==> src/rtl/uart_tx_fifo.sv <==
// UART 8N1 transmitter behind a 2^DEPTH_LOG2-entry byte FIFO; start bit begins one edge after the push.
// tx_rdy drops while the FIFO is full; a push attempted then is dropped and latches the sticky overflow flag.
module uart_tx_fifo #(
    parameter int DIV        = 434,
    parameter int DEPTH_LOG2 = 4
) (
    input  logic       clk,
    input  logic       rst,
    input  logic [7:0] din,
    input  logic       tx_en,
    output logic       tx_rdy,
    output logic       tx,
    output logic       busy,
    output logic       overflow
);

    localparam int DEPTH = 1 << DEPTH_LOG2;
    localparam logic [DEPTH_LOG2:0] CNT_FULL = (DEPTH_LOG2 + 1)'(DEPTH);
    localparam logic [DEPTH_LOG2:0] CNT_ONE  = (DEPTH_LOG2 + 1)'(1);
    localparam logic [15:0] BAUD_MAX = 16'(DIV - 1);

    localparam logic [1:0] S_IDLE  = 2'd0;
    localparam logic [1:0] S_START = 2'd1;
    localparam logic [1:0] S_DATA  = 2'd2;
    localparam logic [1:0] S_STOP  = 2'd3;

    logic [7:0]            mem_q [DEPTH];
    logic [DEPTH_LOG2-1:0] wptr_q, wptr_d, rptr_q, rptr_d;
    logic [DEPTH_LOG2:0]   cnt_q, cnt_d;
    logic [1:0]            state_q, state_d;
    logic [7:0]            shift_q, shift_d;
    logic [15:0]           baud_q, baud_d;
    logic [2:0]            bit_q, bit_d;
    logic                  tx_q, tx_d;
    logic                  ovf_q, ovf_d;
    logic                  push, pop, fifo_nempty, baud_end;

    assign tx_rdy      = (cnt_q != CNT_FULL);
    assign push        = tx_en && tx_rdy;
    assign fifo_nempty = (cnt_q != '0);
    assign baud_end    = (baud_q == BAUD_MAX);

    assign tx       = tx_q;
    assign overflow = ovf_q;
    assign busy     = (state_q != S_IDLE) || fifo_nempty;

    always_comb begin
        state_d = state_q;
        shift_d = shift_q;
        baud_d  = baud_q;
        bit_d   = bit_q;
        tx_d    = tx_q;
        pop     = 1'b0;
        if (state_q != S_IDLE) begin
            baud_d = baud_end ? 16'd0 : baud_q + 16'd1;
        end
        case (state_q)
            S_IDLE: begin
                tx_d = 1'b1;
                if (fifo_nempty) begin
                    pop     = 1'b1;
                    shift_d = mem_q[rptr_q];
                    tx_d    = 1'b0;
                    baud_d  = 16'd0;
                    state_d = S_START;
                end
            end
            S_START: begin
                if (baud_end) begin
                    tx_d    = shift_q[0];
                    shift_d = {1'b0, shift_q[7:1]};
                    bit_d   = 3'd0;
                    state_d = S_DATA;
                end
            end
            S_DATA: begin
                if (baud_end) begin
                    if (bit_q == 3'd7) begin
                        tx_d    = 1'b1;
                        state_d = S_STOP;
                    end else begin
                        tx_d    = shift_q[0];
                        shift_d = {1'b0, shift_q[7:1]};
                        bit_d   = bit_q + 3'd1;
                    end
                end
            end
            S_STOP: begin
                // Chain straight into the next start bit so queued bytes leave without an idle gap.
                if (baud_end) begin
                    if (fifo_nempty) begin
                        pop     = 1'b1;
                        shift_d = mem_q[rptr_q];
                        tx_d    = 1'b0;
                        state_d = S_START;
                    end else begin
                        state_d = S_IDLE;
                    end
                end
            end
            default: state_d = S_IDLE;
        endcase
    end

    always_comb begin
        wptr_d = push ? wptr_q + 1'b1 : wptr_q;
        rptr_d = pop  ? rptr_q + 1'b1 : rptr_q;
        case ({push, pop})
            2'b10:   cnt_d = cnt_q + CNT_ONE;
            2'b01:   cnt_d = cnt_q - CNT_ONE;
            default: cnt_d = cnt_q;
        endcase
        ovf_d = ovf_q || (tx_en && !tx_rdy);
    end

    always_ff @(posedge clk) begin
        if (push) begin
            mem_q[wptr_q] <= din;
        end
    end

    always_ff @(posedge clk) begin
        if (!rst) begin
            wptr_q  <= '0;
            rptr_q  <= '0;
            cnt_q   <= '0;
            state_q <= S_IDLE;
            shift_q <= '0;
            baud_q  <= '0;
            bit_q   <= '0;
            tx_q    <= 1'b1;
            ovf_q   <= 1'b0;
        end else begin
            wptr_q  <= wptr_d;
            rptr_q  <= rptr_d;
            cnt_q   <= cnt_d;
            state_q <= state_d;
            shift_q <= shift_d;
            baud_q  <= baud_d;
            bit_q   <= bit_d;
            tx_q    <= tx_d;
            ovf_q   <= ovf_d;
        end
    end

endmodule

==> config.mk <==
export PLATFORM = sky130hd
export DESIGN_NAME = uart_tx_fifo
export DESIGN_NICKNAME = d
export VERILOG_FILES = /design/src/rtl/uart_tx_fifo.sv
export SDC_FILE = /design/constraint.sdc
export NUM_CORES = 1
export LEC_CHECK = 0
export BUFFER_PORTS_ARGS = -buffer_cell sky130_fd_sc_hd__buf_4
export CAP_MARGIN = 10
export CORE_ASPECT_RATIO = 0.7
export CORE_MARGIN = 3
export CORE_UTILIZATION = 60
export DETAILED_ROUTE_END_ITERATION = 7
export PLACE_DENSITY = 0.85
export SYNTH_ARGS = -nofsm -noshare
export SYNTH_HDL_FRONTEND = slang
export SYNTH_SLANG_ARGS = --single-unit
==> constraint.sdc <==
create_clock -name clk -period 9.5 [get_ports clk]
set_clock_uncertainty 0.15 [all_clocks]
set_input_delay 1.425 -clock clk [delete_from_list [all_inputs] [get_ports clk]]
set_output_delay 1.425 -clock clk [all_outputs]
set_load 0.05 [all_outputs]
==> qor.yml <==
outcome:
  status: "finished clean"
cells_and_area:
  n_fill_cell: 722
  regArea_sq_mm: 0.00480
  drive_above_1_share: 0.169
  diodes: 0
  final_util: 0.698
  multi_input_area_sq_mm: 0.00262
  areaGrowthSynthToFinish_pct: 10.5
  nets: 565
  fin_area_sq_mm: 0.00839
global_routing:
  grt_max_degree: 55
  grt_pass1_vias: 4419
  grt_use_total: 0.240
  grt_pass1_wl_mm: 25.2
  grt_overflow_total: 0
  antenna_found_initial: 0
route:
  wl_mm: 15.9
  firstDrtPassIters: 6
  ant_nets: 0
  wl_met3_mm: 1.35
  drc: 0
  num_vias: 4617
  wl_per_cell_um: 22.5
  wl_met1_mm: 6.61
  dr.first_iter.drc_count: 652
  top_layer: "met4"
  viasPerCell: 6.52
  dr_wl_met2_mm: 7.74
clock_tree:
  clock_latency_ns: 0.43
  h-tree-depth: 4
  cts_resized: 0
  ctsHoldBuffers: 0
  cts_tree: "done"
  cts_buffers: 17
  clkTransAtPathRegs_ns: 0.07
  cts_root_buf: "clkbuf_16"
  clkSinkCount: 176
  postCtsSetupBuffers: 0
  clockBufferDepth: 2
floorplanning:
  die_w_um: 140
  std_cell_rows: 33
  die-area_sq_mm: 0.0141
  ioPinCount: 15
  fp.dieH_um: 100
  initial_core_util: 0.632
  core_sq_mm: 0.0120
setup_path:
  worstPathRequired_ns: 7.93
  r2r_end: "cnt_q[4]"
  cp_slowest_cell: "nor4_1"
  crit_path_end_kind: "output port"
  critPathMaxFanout: 17
  critPathLaunchType: "register"
  worst_ep_arrival_time_ns: 2.51
  cp_top_family: "simple AND/OR/NAND/NOR gates"
  crit_type: "reg -> out"
  cp_cell_sequence: "nor4_1, and2b_1, nand2_1, buf_4"
  reg2reg_slack_ns: 5.75
  cpPeakStageDelay_ns: 0.58
  worstRegToRegCells: 12
  crit_buf_inv: 1
  regToRegStartpoint: "baud_q[0]"
min_path:
  hold_path_end: "shift_q[7]"
  hold_depth: 2
  min_from: "shift_q[7]"
  hold_class: "reg -> reg"
yosys:
  synth.avg_cell_area_sq_um: 14.3
  seq_area_frac_synth: 0.633
  synth_top_cells_by_count: "edfxtp_1 (128), dfxtp_1 (48), nor2_1 (37)"
  yosys-top-cells-area: "edfxtp_1 (51%), dfxtp_1 (13%), mux4_2 (9.8%)"
  ys.flop_type: "edfxtp_1"
  postSynth.asyncResetShare: 0
  yosysUniqueCellTypes: 56
  synth_edf_count: 128
  syn_nets: 557
  synth_cells: 530
  synth.top_cell.area_share: 0.506
  netlist_area_sq_mm: 0.00759
  synth_most_common_cell: "edfxtp_1"
  synth_top_cell_by_area: "edfxtp_1"
  yosys_warnings: 0
  ys_ff_latch: 176
place:
  post_dp_cell_area_sq_mm: 0.00778
  io_buffers: 14
  place_ws_ns: 5.83
  dp_hpwl_mm: 9.88
  gp_congestion: 0.890
sta:
  worst_slew_pin_slew_ns: 1.16
  max_slew_margin: 0.219
  fin_crit_sh: 0.430
  finalSetupTns_ns: 0
  max_freq_mhz: 245
  fin_ws_ns: 5.42
  rsz0062_at_grt: "no"
  setup_viol: 0
  hold_viol_final: 0
  finalMaxSlewViolations: 0
  period_minus_slack_ns: 4.08
pwr:
  irDropWorstVdd_mv: 0.177
  leakage_nw: 2.85
  powerDensity_mw_per_mm2: 257
  power_mw: 2.16
run:
  cap_violations: 0
-- per-layer routing --
| layer | GRT usage | up-vias |
|---|---|---|
| li1 | - | 2033 |
| met1 | 0.342 | 2291 |
| met2 | 0.381 | 266 |
| met3 | 0.0552 | 27 |
| met4 | 0.0663 | 0 |
| met5 | 0 | - |
-- where the power goes --
| group | total (mW) | leakage [nW] | switching (mW) | internal, mW |
|---|---|---|---|---|
| clock | 0.692 | 0.281 | 0.318 | 0.374 |
| sequential | 0.905 | 1.55 | 0.0315 | 0.873 |
| combinational | 0.562 | 1.03 | 0.339 | 0.223 |
| total | 2.16 | 2.85 | 0.689 | 1.47 |
-- cell type report --
cell class,instances,area share
flip-flops and latches,176,0.573
multi-input cells,315,0.312
clock buffers,17,0.0507
well taps,157,0.0234
clock inverters,15,0.0201
repair buffers,20,0.0170
inverters,8,0.00358
-- metrics by stage --
step                instances  hold slack (ns)
finish                    708            0.323
CTS                       705            0.323
global route              708            0.336
global placement          673            0.294
detailed placement        673            0.310
floorplan                 530            0.283
-- registers in the layout, summed over array words and instances, names as in the netlist, named ones only --
| name | cells |
|---|---|
| bit_q | 3 |
| shift_q | 8 |
| wptr_q | 4 |
| baud_q | 16 |
| overflow | 1 |
| mem_q | 128 |
| tx | 1 |
| cnt_q | 5 |
| state_q | 2 |
| rptr_q | 4 |
-- how the worst max path moves through the flow --
stage,endpoint,from,depth (start not counted),slack (ns)
global route,busy,cnt_q[1],4,5.17
global placement,busy,cnt_q[1],4,5.95
detailed placement,cnt_q[4],baud_q[0],12,5.83
finish,busy,cnt_q[1],4,5.42
floorplan,cnt_q[4],tx_en,11,6.08
CTS,busy,cnt_q[1],4,5.43
-- cell families (layout without fill, tap and decap cells) --
| kind of cell | after synthesis | count (layout) | synth area share |
|---|---|---|---|
| AO/OA/AOI/OAI | 75 | 75 | 0.0694 |
| XOR/XNOR | 10 | 10 | 0.0115 |
| adder cells (fa/ha/maj) | 16 | 16 | 0.0264 |
| buffers and inverters | 39 | 60 | 0.0222 |
| flip-flops | 176 | 176 | 0.633 |
| multiplexers | 51 | 51 | 0.122 |
| AND/OR/NAND/NOR | 163 | 163 | 0.116 |
-- tightest hold or removal path: cells and delay by family, from the launching register on --
family           cells  cell delay [ns]
AO/OA/AOI/OAI        1             0.06
flip-flops           1             0.31
AND/OR/NAND/NOR      1             0.05
-- placed cells by master (no fill, tap or decap), types with 2 or more instances in the layout --
cell type / n
buf_4: 17
a31oi_1: 2
clkinv_8: 2
mux2i_1: 17
nand2b_1: 8
o221ai_1: 6
ha_1: 16
nand3_1: 7
o21a_1: 2
dfxtp_1: 48
o21ai_0: 14
a22o_1: 3
and2_1: 12
edfxtp_1: 128
o41ai_2: 2
a21boi_0: 2
nor4_1: 3
a21boi_1: 3
nor2b_1: 22
buf_2: 3
mux4_2: 33
o211a_1: 3
nor2_1: 37
a211oi_1: 9
inv_1: 8
nor3b_1: 3
nand3b_1: 6
xor2_1: 5
nand2_1: 35
a22oi_1: 3
a21oi_1: 16
xnor2_1: 5
nor3_1: 11
inv_8: 4
clkinvlp_4: 3
nand4_1: 3
and3_1: 6
clkbuf_16: 17
o22ai_1: 2
inv_6: 3
Note: power is estimated with default switching activity, not from simulation.
